$ cat src/rtl/tick_timer_ctrl_if.sv
// ---------------------------------------------------------------------------
// tick_timer_ctrl_if
//   Configuration handshake between a controller and tick_timer_ctrl.
//   The requester drives cfg_valid with cfg_div/cfg_count and holds them
//   until it sees cfg_ready. The timer only raises cfg_ready while idle.
//
//   cfg_valid  master -> slave  config request
//   cfg_div    master -> slave  tick period in sysclk cycles (legal >= 2)
//   cfg_count  master -> slave  ticks per run, 0 selects periodic mode
//   cfg_ready  slave -> master  timer can accept a config this cycle
// ---------------------------------------------------------------------------
interface tick_timer_ctrl_if #(
  parameter int CNT_W    = 32,
  parameter int REPEAT_W = 16
) ();
  logic                cfg_valid;
  logic                cfg_ready;
  logic [CNT_W-1:0]    cfg_div;
  logic [REPEAT_W-1:0] cfg_count;

  modport master (
    output cfg_valid,
    output cfg_div,
    output cfg_count,
    input  cfg_ready
  );

  modport slave (
    input  cfg_valid,
    input  cfg_div,
    input  cfg_count,
    output cfg_ready
  );
endinterface

$ cat src/rtl/tick_timer_ctrl.sv
// ---------------------------------------------------------------------------
// tick_timer_ctrl
//   Programmable tick scheduler. A single sysclk-domain counter produces a
//   one-cycle tick enable every div cycles and a slow clock that toggles on
//   every tick. Runs are either one-shot (count ticks, then o_done) or
//   periodic (count == 0), with start / pause / stop sequencing.
//
//   sysclk       system clock, rising edge
//   i_rst        synchronous active-high reset
//   cfg          config handshake (slave side), accepted only while idle
//   i_start      start from idle, or resume from pause
//   i_pause      freeze a running timer
//   i_stop       abort to idle (highest priority)
//   o_tick       registered single-cycle tick enable
//   o_clk        slow clock, toggles on each tick (period 2*div)
//   o_busy       running or paused
//   o_paused     paused
//   o_done       registered pulse alongside the last tick of a one-shot run
//   o_cfg_err    registered pulse after a rejected config (div < 2)
//   o_tick_cnt   ticks issued since the last start
// ---------------------------------------------------------------------------
module tick_timer_ctrl #(
  parameter int CNT_W       = 32,
  parameter int REPEAT_W    = 16,
  parameter int DEFAULT_DIV = 600000
) (
  input  logic                sysclk,
  input  logic                i_rst,
  tick_timer_ctrl_if.slave    cfg,
  input  logic                i_start,
  input  logic                i_pause,
  input  logic                i_stop,
  output logic                o_tick,
  output logic                o_clk,
  output logic                o_busy,
  output logic                o_paused,
  output logic                o_done,
  output logic                o_cfg_err,
  output logic [REPEAT_W-1:0] o_tick_cnt
);

  typedef enum logic [1:0] {
    ST_IDLE  = 2'd0,
    ST_RUN   = 2'd1,
    ST_PAUSE = 2'd2
  } state_t;

  state_t              state_reg;
  state_t              state_next;

  logic [CNT_W-1:0]    div_reg;
  logic [REPEAT_W-1:0] count_reg;
  logic [CNT_W-1:0]    cnt_reg;
  logic [REPEAT_W-1:0] tick_cnt_reg;
  logic                tick_reg;
  logic                clk_reg;
  logic                done_reg;
  logic                cfg_err_reg;

  logic [REPEAT_W-1:0] tick_cnt_inc;
  logic                terminal;
  logic                last_tick;
  logic                cfg_accept;

  assign tick_cnt_inc = tick_cnt_reg + REPEAT_W'(1);
  // Counter sits on its final value of the period; the next counting edge ticks.
  assign terminal     = (cnt_reg == (div_reg - CNT_W'(1)));
  // The tick about to be issued is the last one of a one-shot run.
  assign last_tick    = (count_reg != '0) && (tick_cnt_inc == count_reg);
  assign cfg_accept   = cfg.cfg_valid && (state_reg == ST_IDLE);

  // -------------------------------------------------------------------------
  // State register
  // -------------------------------------------------------------------------
  always_ff @(posedge sysclk) begin
    if (i_rst) begin
      state_reg <= ST_IDLE;
    end else begin
      state_reg <= state_next;
    end
  end

  // -------------------------------------------------------------------------
  // Next-state logic. Commands that make no sense in a state are dropped
  // before priority is applied, so i_stop/i_pause never block a start in idle.
  // -------------------------------------------------------------------------
  always_comb begin
    state_next = state_reg;
    case (state_reg)
      ST_IDLE: begin
        if (i_start) state_next = ST_RUN;
      end
      ST_RUN: begin
        if (i_stop)                      state_next = ST_IDLE;
        else if (i_pause)                state_next = ST_PAUSE;
        else if (terminal && last_tick)  state_next = ST_IDLE;
      end
      ST_PAUSE: begin
        if (i_stop)                      state_next = ST_IDLE;
        else if (!i_pause && i_start)    state_next = ST_RUN;
      end
      default: state_next = ST_IDLE;
    endcase
  end

  // -------------------------------------------------------------------------
  // State-decoded outputs
  // -------------------------------------------------------------------------
  always_comb begin
    cfg.cfg_ready = 1'b0;
    o_busy        = 1'b0;
    o_paused      = 1'b0;
    case (state_reg)
      ST_IDLE:  cfg.cfg_ready = 1'b1;
      ST_RUN:   o_busy        = 1'b1;
      ST_PAUSE: begin
        o_busy   = 1'b1;
        o_paused = 1'b1;
      end
      default: ;
    endcase
  end

  // -------------------------------------------------------------------------
  // Datapath: config registers, period counter, tick/clock/pulse outputs
  // -------------------------------------------------------------------------
  always_ff @(posedge sysclk) begin
    if (i_rst) begin
      div_reg      <= CNT_W'(DEFAULT_DIV);
      count_reg    <= '0;
      cnt_reg      <= '0;
      tick_cnt_reg <= '0;
      tick_reg     <= 1'b0;
      clk_reg      <= 1'b0;
      done_reg     <= 1'b0;
      cfg_err_reg  <= 1'b0;
    end else begin
      tick_reg    <= 1'b0;
      done_reg    <= 1'b0;
      cfg_err_reg <= 1'b0;

      if (cfg_accept) begin
        if (cfg.cfg_div >= CNT_W'(2)) begin
          div_reg   <= cfg.cfg_div;
          count_reg <= cfg.cfg_count;
        end else begin
          cfg_err_reg <= 1'b1;
        end
      end

      case (state_reg)
        ST_IDLE: begin
          if (i_start) begin
            cnt_reg      <= '0;
            tick_cnt_reg <= '0;
            clk_reg      <= 1'b0;
          end
        end
        ST_RUN: begin
          if (i_stop) begin
            cnt_reg <= '0;
            clk_reg <= 1'b0;
          end else if (i_pause) begin
            // Freeze everything; a tick due on this edge waits for resume.
          end else if (terminal) begin
            cnt_reg      <= '0;
            tick_reg     <= 1'b1;
            clk_reg      <= ~clk_reg;
            tick_cnt_reg <= tick_cnt_inc;
            done_reg     <= last_tick;
          end else begin
            cnt_reg <= cnt_reg + CNT_W'(1);
          end
        end
        ST_PAUSE: begin
          // Resume edge does not count; only stop changes the datapath here.
          if (i_stop) begin
            cnt_reg <= '0;
            clk_reg <= 1'b0;
          end
        end
        default: ;
      endcase
    end
  end

  assign o_tick     = tick_reg;
  assign o_clk      = clk_reg;
  assign o_done     = done_reg;
  assign o_cfg_err  = cfg_err_reg;
  assign o_tick_cnt = tick_cnt_reg;

endmodule

$ cat src/flat_wrapper.sv
// flat-port wrapper written by rule: the top's interface ports become plain ports
module tick_timer_ctrl_flat 
#(
  parameter int CNT_W       = 32,
  parameter int REPEAT_W    = 16,
  parameter int DEFAULT_DIV = 600000
)
  (sysclk, i_rst, i_start, i_pause, i_stop, o_tick, o_clk, o_busy, o_paused, o_done, o_cfg_err, o_tick_cnt, cfg_cfg_valid, cfg_cfg_div, cfg_cfg_count, cfg_cfg_ready);
  tick_timer_ctrl_if #(.CNT_W(CNT_W), .REPEAT_W(REPEAT_W)) cfg_i ();
  input  logic sysclk;
  input  logic i_rst;
  input  logic i_start;
  input  logic i_pause;
  input  logic i_stop;
  output logic o_tick;
  output logic o_clk;
  output logic o_busy;
  output logic o_paused;
  output logic o_done;
  output logic o_cfg_err;
  output logic [REPEAT_W-1:0] o_tick_cnt;
  input wire logic [$bits(cfg_i.cfg_valid)-1:0] cfg_cfg_valid;
  input wire logic [$bits(cfg_i.cfg_div)-1:0] cfg_cfg_div;
  input wire logic [$bits(cfg_i.cfg_count)-1:0] cfg_cfg_count;
  output wire logic [$bits(cfg_i.cfg_ready)-1:0] cfg_cfg_ready;
  assign cfg_i.cfg_valid = cfg_cfg_valid;
  assign cfg_i.cfg_div = cfg_cfg_div;
  assign cfg_i.cfg_count = cfg_cfg_count;
  assign cfg_cfg_ready = cfg_i.cfg_ready;
  tick_timer_ctrl #(.CNT_W(CNT_W), .REPEAT_W(REPEAT_W), .DEFAULT_DIV(DEFAULT_DIV)) u_core (.sysclk(sysclk), .i_rst(i_rst), .cfg(cfg_i), .i_start(i_start), .i_pause(i_pause), .i_stop(i_stop), .o_tick(o_tick), .o_clk(o_clk), .o_busy(o_busy), .o_paused(o_paused), .o_done(o_done), .o_cfg_err(o_cfg_err), .o_tick_cnt(o_tick_cnt));
endmodule
$ cat config.mk
export PLATFORM = sky130hd
export DESIGN_NAME = tick_timer_ctrl_flat
export DESIGN_NICKNAME = d
export VERILOG_FILES = /design/src/rtl/tick_timer_ctrl_if.sv /design/src/rtl/tick_timer_ctrl.sv /design/src/flat_wrapper.sv
export SDC_FILE = /design/constraint.sdc
export NUM_CORES = 1
export LEC_CHECK = 0
export BUFFER_PORTS_ARGS = -buffer_cell sky130_fd_sc_hd__buf_2
export CAP_MARGIN = 20
export CORE_ASPECT_RATIO = 1.5
export CORE_UTILIZATION = 33
export DETAILED_ROUTE_END_ITERATION = 8
export PLACE_DENSITY = 0.51
export SYNTH_ARGS = -nofsm -noshare
export SYNTH_HDL_FRONTEND = slang
export SYNTH_SLANG_ARGS = --single-unit
$ cat constraint.sdc
create_clock -name sysclk -period 2.8 [get_ports sysclk]
set_input_delay 0.56 -clock sysclk [delete_from_list [all_inputs] [get_ports sysclk]]
set_output_delay 0.56 -clock sysclk [all_outputs]
set_load 0.02 [all_outputs]
==> results of run 1 <==
## worst max path at each step
stage | from | endpoint | slack, ns
after floorplan | u_core.div_reg[1] | u_core.o_clk | -0.005
after detailed placement | u_core.div_reg[0] | u_core.o_clk | -0.26
after global placement | u_core.div_reg[0] | u_core.o_clk | -0.22
after global routing | u_core.div_reg[1] | u_core.cnt_reg[20] | -0.33
final | u_core.div_reg[5] | u_core.cnt_reg[20] | -0.22
after CTS | u_core.div_reg[1] | u_core.o_clk | -0.21
## metal layers
layer	global-route usage (%)	up-vias
met5	0	-
met2	41.9	119
met4	11.2	0
met1	22.2	2872
li1	-	2999
met3	3.51	38
## cells in the final DEF, fill, tap and decap left out, types with 22 or more instances in the layout
master | netlist | routed
dfxtp_1 | 102 | 98
buf_4 | 0 | 117
buf_2 | 9 | 76
xnor2_1 | 60 | 58
nand2_1 | 51 | 49
xor2_1 | 32 | 32
mux2i_1 | 48 | 48
nand3_1 | 25 | 22
nor2_1 | 118 | 97
## kinds of logic (layout without fill, tap and decap cells)
logic type / count (synthesis) / count (layout) / share of synthesized area [%]
and+or+nand+nor: 333 / 334 / 28.3
xor gates and xnor gates: 92 / 92 / 13.2
buffers and inverters: 60 / 243 / 4.00
AOI/OAI and AO/OA: 98 / 98 / 11.3
other: 0 / 1 / 0
muxes: 50 / 50 / 8.25
adders and majority gates: 7 / 7 / 1.44
DFF: 102 / 102 / 33.5
## power groups by stage
stage / registers (mW) / logic, mW / clock network [mW]
finish: 1.62 / 1.25 / 1.26
global route: 1.63 / 1.35 / 1.34
CTS: 1.62 / 1.22 / 1.30
detailed placement: 1.65 / 1.06 / 0
global placement: 1.65 / 1.06 / 0
floorplan: 1.63 / 0.648 / 0
## area by class of cell
| type | instances | area (µm²) | area share, % |
|---|---|---|---|
| well taps | 217 | 272 | 3.22 |
| flip-flops and latches | 102 | 2050 | 24.4 |
| clock buffers | 9 | 225 | 2.67 |
| inverters | 23 | 88.8 | 1.05 |
| repair buffers | 204 | 1460 | 17.4 |
| diodes | 1 | 2.50 | 0.0297 |
| multi-input cells | 581 | 4240 | 50.4 |
| clock inverters | 7 | 77.6 | 0.921 |
## worst reg2reg max path: stages (launching register included)
cell and delay [ns]:
dfxtp_1 0.36, or4_4 0.57, buf_4 0.17, nor4_4 0.26
xnor2_1 0.11, nor4_1 0.25, nand3_1 0.16, nor4_4 0.32
a21oi_2 0.11, o21bai_2 0.13, buf_6 0.14, buf_12 0.11
buf_12 0.16, nor2_1 0.07
## per-stage QoR
stage                     utilization, %  setup slack [ns]  power, mW  setup TNS, ns  instances
after CTS                           45.7            -0.211       4.14          -7.45       1142
after global routing                46.8            -0.328       4.33         -14.26       1144
after floorplan                        -          -0.00462       2.28       -0.00462        742
final                               46.8            -0.217       4.14          -8.19       1144
after global placement              41.6            -0.220       2.70          -8.66       1108
after detailed placement            41.6            -0.265       2.71         -10.44       1108
## what timing repair did
item                                    in CTS  in global routing
endpoints found under the setup margin      53                 53
gates resized for setup                     48                 51
endpoints found under the hold margin        0                  0
pin swaps                                   18                 27
cloned                                       4                  0
setup buffers                               14                  5
==> metrics, run 1 <==
TritonCTS Buffers 9; crit path launch type register; DRT iter0 DRCs 280; Reg clk slew, reported paths 0.08 ns; CP cell instances or4_4 -> buf_4 -> nor4_4 -> xnor2_1 -> nor4_1 -> nand3_1 -> nor4_4 -> a21oi_2 -> o21bai_2 -> buf_6 -> buf_12 -> buf_12 -> nor2_1; post-layout worst setup margin -0.217 ns; Hold Path Class in -> reg; fillcell total 1813; cell with the most instances after synthesis nor2_1; status finished, violations left; Max Root-Sink Buffers 2; Synth-to-Final Area Change 38.1%; CTS tree yes; cell area power density 491 nW/µm²; reg-to-reg slack, setup -0.22 ns; pin count of the biggest net entering global routing 31; post-synthesis sequential area ratio 33.5%; failing checks negative setup slack; Yosys top cell area share 33.5%; Clk network pwr share 30.6%; Syn Inst Count between 700 and 800; Detail Route Antenna Nets 0; Starting Density 33.8%; R2R depth 13; core area about 18000 µm²; clk sinks 102; die width 113 µm; Ys Warns 0; met3 WL 600 µm; overall global routing resource usage 21.7%; HP Start cfg_cfg_count[3]; Syn Area/Cell around 8.2 µm²; CTS Hold Bufs 0; RR Endpoint u_core.cnt_reg[20]; crit-path leading delay family simple AND/OR/NAND/NOR gates; leakage power 3.47 nW; Net Count, Synth between 800 and 900; met1 wire length roughly 7600 µm; Worst Hold Depth 3; Synth cell types 64; Slowest Stage Delay on Critical Path about 0.57 ns; total global routing overflow 0; Sw Ratio 33.2%; min Tclk post-route 3.02 ns; Fin Hold WS 0.432 ns; Via density 5.27; Buf+Inv Stages, Crit Path 4; Reg power frac between 30 and 40%; FF+latch count, synth between 100 and 150; initial antenna violation count 1; Final #Nets around 1000; WHS Endpoint u_core.count_reg[3]; CP max FO 8; fin. max-slew vios 0; final setup skew 0.0117 ns; Root Driver clkbuf_16; GPL Wtd Cong 0.848; mean routed wirelength per cell roughly 18 µm; drt total wl 20300 µm; via count between 6000 and 7000; ys flop type dfxtp_1; I/O pin total between 70 and 80; H-Tree Level Count 3; DRC errors left 0; Final Cycle Share 108%; DR top layer met4; drt pass-1 iters 7; Post-synth top cells 118 x nor2_1, 102 x dfxtp_1, 60 x xnor2_1, 51 x nand2_1, 48 x mux2i_1; async set or reset register ratio after synthesis 0%; Post-Syn Area 6100 µm²; Placed Area 7500 µm²; WL met2 11100 µm; Synth area leaders dfxtp_1 33%, xnor2_1 8.6%, mux2i_1 7.9%, nor2_1 7.3%, xor2_1 4.6%; first-pass GRT wire length around 32000 µm; max cap viols 0; share of cells above drive strength 1 32.8%; vias in the first global route between 5000 and 6000; VDD IR max roughly 0.37 mV; number of cells on the critical path 13; Yosys top cell by area dfxtp_1; switching power of the nets 1.37 mW; final hold vios 0; Worst path slowest cell or4_4; RSZ-0062 raised after global routing yes; post-route cell area 8420 µm²; Die ar. 19000 µm²; Comb power frac 30.2%; clock latency on the worst-skew pair 0.35 ns; final setup fails around 50; kind of critical path reg -> reg; Post-DP HPWL 15700 µm; WP data required 3.04 ns; crit end category register; worst slew pin tran 0.582 ns; EDFF count, synth 0; reg2reg start u_core.div_reg[5]; # rows 60; P_int 2.77 mW; Die H 168 µm; Worst EP arrival 3.26 ns; fmax 332 MHz; IO Port Bufs 76; Rel. slew slack 60.8%
(Power assumes the default switching activity.)
==> run 2, diff against run 1 <==
--- a/config.mk
+++ b/config.mk
@@ -5,7 +5,7 @@
 export SDC_FILE = /design/constraint.sdc
 export NUM_CORES = 1
 export LEC_CHECK = 0
-export BUFFER_PORTS_ARGS = -buffer_cell sky130_fd_sc_hd__buf_2
+export BUFFER_PORTS_ARGS = -buffer_cell sky130_fd_sc_hd__clkbuf_2
 export CAP_MARGIN = 20
 export CORE_ASPECT_RATIO = 1.5
 export CORE_UTILIZATION = 33
==> run 2 against run 1 <==
- the flow still finishes with violations (negative setup slack)
- flip-flop and latch count unchanged
- via count rose by 1.0%
- die area is the same
- sequential power is essentially flat
- critical endpoint is now u_core.cnt_reg[22]
- largest cell class unchanged
==> metrics, run 2 (same netlist as run 1, synthesis figures left out) <==
status finished, violations left; failing checks negative setup slack; fin. max-slew vios 0 (unchanged); I/O pin total 77 (unchanged); Layout Cells excl Fill 1146 (+0.17%); Final Core Density 46.3% (-0.44 points); via count 6089 (+1.0%); reg-to-reg slack, setup -0.25 ns (-0.04 ns); min Tclk post-route 3.05 ns (+0.0376 ns); # rows 60 (unchanged); CP max FO 8 (unchanged); H-Tree Level Count 3 (unchanged); pre-CTS WS -0.281 ns (-0.0160 ns); RSZ-0062 raised after global routing yes; Root Driver clkbuf_16; worst slew pin tran 0.755 ns (+0.174 ns); WP data required 3.05 ns (about the same); IO Port Bufs 76 (unchanged); fmax 327 MHz (-1.2%); vias in the first global route 5936 (-0.051%); most common cell after layout, fill and taps aside buf_4; clock latency on the worst-skew pair 0.35 ns (about the same); Post-DP HPWL 15500 µm (-1.3%); die width 113 µm (unchanged); pin count of the biggest net entering global routing 31 (unchanged); cell area power density 491 nW/µm² (about the same); TritonCTS Buffers 9 (unchanged); VDD IR max 0.290 mV (-21%); Max Root-Sink Buffers 2 (unchanged); Hold Path Class in -> reg; crit path launch type register; Detail Route Antenna Nets 0 (unchanged); commonest non-fill, non-tap cells in the layout 120 x buf_4, 99 x dfxtp_1, 98 x nor2_1, 76 x clkbuf_2, 60 x xnor2_1; CTS tree yes; initial antenna violation count 0 (-1); placed cells 1113 (+0.45%); DRC errors left 0 (unchanged); total global routing overflow 0 (unchanged); final setup fails 52 (+2.0%); overall global routing resource usage 21.2% (-0.52 points); drt total wl 20000 µm (-1.4%); core area 18000 µm² (unchanged); Die ar. 19000 µm² (unchanged); crit end category register; critical path endpoint u_core.cnt_reg[22]; final setup skew 0.00986 ns (-0.00188 ns); Worst EP arrival 3.30 ns (+0.04 ns); Final #Nets 985 (+0.31%); first-pass GRT wire length 30900 µm (-2.1%); TNS Setup -10.26 ns (-2.07 ns); kind of critical path reg -> reg; R2R depth 14 (+1); Starting Density 33.8% (unchanged); RR Endpoint u_core.cnt_reg[22]; share of cells above drive strength 1 31.3% (-1.5 points); drt pass-1 iters 4 (-3); DRT iter0 DRCs 333 (+19%); mean routed wirelength per cell 17.5 µm (-1.5%); Reg clk slew, reported paths 0.08 ns (about the same); final hold vios 0 (unchanged); Final Cycle Share 109% (+1.3 points); Die H 168 µm (unchanged); Ant. Diodes 0 (-1); CTS Hold Bufs 0 (unchanged); leakage power 3.44 nW (-0.86%); reg2reg start u_core.div_reg[1]; max cap viols 0 (unchanged); GPL Wtd Cong 0.867 (+2.3%); Via density 5.31 (+0.84%); clk sinks 102 (unchanged); Synth-to-Final Area Change 36.9%; post-layout worst setup margin -0.254 ns (-0.0376 ns); CP startpoint u_core.div_reg[1]; Rel. slew slack 49.1% (-12 points)
[run 2: cell count changes in the layout (fill, tap and decap cells not counted), moves of 3 or more]
cell / before / now
o2bb2ai_1: 0 / 3
buf_6: 2 / 5
a21oi_2: 4 / 1
clkbuf_2: 0 / 76
buf_2: 76 / 0
nor2_2: 9 / 4
buf_12: 7 / 4
o2bb2ai_2: 3 / 0
buf_4: 117 / 120
nor2_4: 12 / 16
nand3_1: 22 / 25
[run 2: what timing repair did]
action	CTS	global route
setup endpoints to repair	53	53
pin swaps	11	26
gates cloned	2	2
gates resized for setup	22	58
buffers inserted	7	7
[run 2: critical path, stage by stage, from the launching register on]
cell	delay [ns]
dfxtp_4	0.36
inv_4	0.05
ha_4	0.12
or4b_4	0.49
buf_6	0.16
o21a_1	0.17
or3_1	0.32
a21boi_2	0.15
o211ai_1	0.10
and4bb_2	0.38
a21oi_4	0.08
o21bai_4	0.19
buf_6	0.16
clkbuf_16	0.17
nor2_1	0.05
[run 2: how the worst min path moves through the flow]
stage	from	endpoint	slack, ns	depth (start not counted)
after floorplan	u_core.cnt_reg[1]	u_core.cnt_reg[1]	0.47	2
after global placement	u_core.div_reg[19]	u_core.div_reg[19]	0.50	1
after detailed placement	u_core.div_reg[31]	u_core.div_reg[31]	0.51	2
after CTS	cfg_cfg_count[6]	u_core.count_reg[6]	0.43	3
after global routing	cfg_cfg_count[12]	u_core.count_reg[12]	0.44	3
final	cfg_cfg_count[4]	u_core.count_reg[4]	0.44	3
[run 2: per-stage QoR]
step	instance area [µm²]	hold slack, ns	total power [mW]
2_1_floorplan	6140	0.473	2.28
3_3_place_gp	7540	0.503	2.72
3_5_place_dp	7540	0.508	2.72
4_1_cts	8010	0.428	4.03
5_1_grt	8340	0.444	4.30
6_report	8340	0.436	4.10
[run 2: where the power goes]
group          leakage, nW  switching [mW]  internal [mW]
Sequential           0.832          0.0855           1.53
Clock                0.145           0.622          0.626
Combinational         2.46           0.649          0.588
[run 2: final cells by class]
cell class	instances	area, µm²
Multi-Input combinational cell	581	4180
Clock inverter	7	67.6
Sequential cell	102	2050
Tap cell	217	272
Fill cell	1806	9670
Clock buffer	9	225
Timing Repair Buffer	207	1470
Inverter	23	88.8
[run 2: per-layer routing]
layer  wire [µm]  vias to the layer above  global-route usage [%]  share of wire (%)
met3         677                       47                    3.29                3.4
met5           0                        -                       0                  0
met2       10600                      132                    40.1                 53
li1            -                     3013                       -                  -
met1        7560                     2897                    21.7                 38
met4        1150                        0                    12.6                5.8
==> run 3, diff against run 2 <==
--- a/config.mk
+++ b/config.mk
@@ -8,9 +8,10 @@
 export BUFFER_PORTS_ARGS = -buffer_cell sky130_fd_sc_hd__clkbuf_2
 export CAP_MARGIN = 20
 export CORE_ASPECT_RATIO = 1.5
+export CORE_MARGIN = 2
 export CORE_UTILIZATION = 33
 export DETAILED_ROUTE_END_ITERATION = 8
-export PLACE_DENSITY = 0.51
+export PLACE_DENSITY = 0.48
 export SYNTH_ARGS = -nofsm -noshare
 export SYNTH_HDL_FRONTEND = slang
 export SYNTH_SLANG_ARGS = --single-unit
==> run 3 against run 2 <==
- the run still ends with negative setup slack left
- critical path depth decreased by 3
- final area decreased by 1.8%
- flip-flop and latch count unchanged
- clock power increased by 8%
- highest routed layer unchanged
- die area increased by 3.0%
- first-iteration DRC count decreased by 15%
- clock skew increased by 0.0031 ns
- critical endpoint is now u_core.o_clk
- sequential power about the same
- sequential share of layout area increased by 0.46 points
- worst setup slack improved by 0.076 ns
- clock-buffer cell count unchanged
- cell count increased by 0.44%
==> metrics, run 3 (same netlist as run 1, synthesis figures left out) <==
Comb power frac 27.8% (-2.4 points); Die ar. 19600 µm² (+3.0%); met3 WL 520 µm (-23%); Max Root-Sink Buffers 2 (unchanged); worst slew pin tran 0.783 ns (+0.0273 ns); pin count of the biggest net entering global routing 36 (+16%); pre-CTS WS -0.342 ns (-0.0613 ns); Post-DP HPWL 16500 µm (+6.2%); clk sinks 102 (unchanged); fmax 336 MHz (+2.6%); Root Driver clkbuf_16; CP max FO 7 (-1); core area 18000 µm² (unchanged); final setup skew 0.0129 ns (+0.00306 ns); WL met2 11500 µm (+8.3%); HP Start cfg_cfg_count[8]; initial antenna violation count 0 (unchanged); DRT iter0 DRCs 283 (-15%); Final #Nets 990 (+0.51%); reg2reg start u_core.div_reg[1]; Ant. Diodes 0 (unchanged); Buf+Inv Stages, Crit Path 1 (-3); Layout Cells excl Fill 1151 (+0.44%); total power 4.12 mW (+0.57%); commonest non-fill, non-tap cells in the layout 132 x buf_4, 117 x nor2_1, 97 x dfxtp_1, 76 x clkbuf_2, 60 x xnor2_1; Via density 5.25 (-1.1%); most common cell after layout, fill and taps aside buf_4; WHS Endpoint u_core.count_reg[8]; Final Cycle Share 106% (-2.7 points); share of cells above drive strength 1 30.3% (-1.0 points); met1 wire length 7460 µm (-1.3%); Starting Density 33.8% (unchanged); die width 115 µm (+1.8%); via count 6047 (-0.69%); GPL Wtd Cong 0.877 (+1.2%); fin. max-slew vios 0 (unchanged); Reg clk slew, reported paths 0.08 ns (about the same); Rel. slew slack 47.3% (-1.8 points); drt total wl 20300 µm (+1.4%); Clk network pwr share 32.8% (+2.4 points); RR Endpoint u_core.o_clk; crit path launch type register; fillcell total 1806 (unchanged); H-Tree Level Count 3 (unchanged); DRC errors left 0 (unchanged); status finished, violations left; IO Port Bufs 76 (unchanged); DR top layer met4; Reg power frac 39.4% (about the same); drt pass-1 iters 5 (+1); VDD IR max 0.270 mV (-7.1%); crit-path leading delay family simple AND/OR/NAND/NOR gates; Slowest Stage Delay on Critical Path 0.53 ns (+0.04 ns); I/O pin total 77 (unchanged); placed cells 1130 (+1.5%); final hold vios 0 (unchanged); cell area power density 503 nW/µm² (+2.4%); Worst EP arrival 3.27 ns (-0.03 ns); CTS tree yes; CP cell instances inv_2 -> ha_4 -> or4b_4 -> o21a_1 -> or3_1 -> a21boi_2 -> o211ai_1 -> and4bb_2 -> nand2_2 -> or4_1 -> a21oi_1; clock latency on the worst-skew pair 0.36 ns (about the same); Synth-to-Final Area Change 34.4%; post-layout worst setup margin -0.178 ns (+0.0764 ns); Hold Path Class in -> reg; max cap viols 0 (unchanged); Worst path slowest cell or4b_4; leakage power 3.41 nW (-0.77%); switching power of the nets 1.32 mW (-2.8%); crit end category register; RSZ-0062 raised after global routing yes; Sw Ratio 32.0% (-1.1 points); R2R depth 11 (-3); Die H 170 µm (+1.2%); kind of critical path reg -> reg; TritonCTS Buffers 9 (unchanged); failing checks negative setup slack; vias in the first global route 6145 (+3.5%); min Tclk post-route 2.98 ns (-0.0764 ns); final setup fails 49 (-5.8%); total global routing overflow 0 (unchanged); reg-to-reg slack, setup -0.18 ns (+0.08 ns); overall global routing resource usage 21.1% (-0.059 points); Worst Hold Depth 3 (unchanged); first-pass GRT wire length 31700 µm (+2.4%); mean routed wirelength per cell 17.6 µm (+1.0%); WP data required 3.10 ns (+0.05 ns); # rows 60 (unchanged); P_int 2.81 mW (+2.2%); Detail Route Antenna Nets 0 (unchanged)
==> run 3: cell types whose count changed in the layout (fill, tap and decap cells not counted), sizes merged <==
cell | previous run | this run
buf | 129 | 137
bufinv | 0 | 1
clkbuf | 87 | 85
clkinv | 4 | 1
clkinvlp | 0 | 1
inv | 26 | 27
nand3 | 27 | 26
==> run 3: worst reg2reg max path, stage by stage, from the launching register on <==
cell and delay (ns):
dfxtp_2 0.34, inv_2 0.07, ha_4 0.13, or4b_4 0.53
o21a_1 0.21, or3_1 0.32, a21boi_2 0.16, o211ai_1 0.10
and4bb_2 0.36, nand2_2 0.08, or4_1 0.46, a21oi_1 0.15
==> run 3: how the worst max path moves through the flow <==
stage,start,endpoint,slack (ns),cells after the start
finish,u_core.div_reg[1],u_core.o_clk,-0.18,11
global placement,u_core.div_reg[20],u_core.cnt_reg[31],-0.22,12
floorplan,u_core.div_reg[1],u_core.o_clk,-0.005,12
CTS,u_core.div_reg[1],u_core.o_clk,-0.18,11
global route,u_core.div_reg[1],u_core.o_clk,-0.30,12
detailed placement,u_core.div_reg[20],u_core.cnt_reg[28],-0.34,12
==> run 3: power groups by stage <==
| stage | registers, mW | logic [mW] | clock network [mW] |
|---|---|---|---|
| floorplan | 1.63 | 0.648 | 0 |
| global placement | 1.65 | 1.07 | 0 |
| detailed placement | 1.65 | 1.08 | 0 |
| CTS | 1.62 | 1.14 | 1.39 |
| global route | 1.64 | 1.25 | 1.46 |
| finish | 1.62 | 1.15 | 1.35 |
==> run 3: cell type report <==
| cell class | count | area [µm²] | area share [%] |
|---|---|---|---|
| multi-input cells | 580 | 4000 | 48.9 |
| clock buffers | 9 | 225 | 2.75 |
| well taps | 217 | 272 | 3.31 |
| flip-flops and latches | 102 | 2050 | 25.0 |
| clock inverters | 7 | 87.6 | 1.07 |
| repair buffers | 213 | 1470 | 17.9 |
| inverters | 23 | 86.3 | 1.05 |
==> run 3: metrics by stage <==
stage,setup TNS [ns],hold WS (ns),utilization (%),area [µm²]
floorplan,-0.00462,0.473,-,6140
global placement,-9.36,0.515,42.5,7660
detailed placement,-14.91,0.519,42.5,7660
CTS,-7.17,0.418,45.1,8130
global route,-13.37,0.428,45.5,8190
finish,-5.79,0.427,45.5,8190
==> run 3: metal layers <==
metal	GRT usage, %	vias to the layer above
met5	0	-
met4	9.90	0
met2	42.0	108
met1	21.0	2880
li1	-	3017
met3	2.64	42
==> run 3: what timing repair did <==
action                                  4_1_cts  5_1_grt
endpoints found under the setup margin       53       53
hold buffers                                  0        0
setup buffers                                 3        1
cloned                                        1        0
pin swaps                                     7        4
hold endpoints to repair                      0        0
resized for setup                            24       10
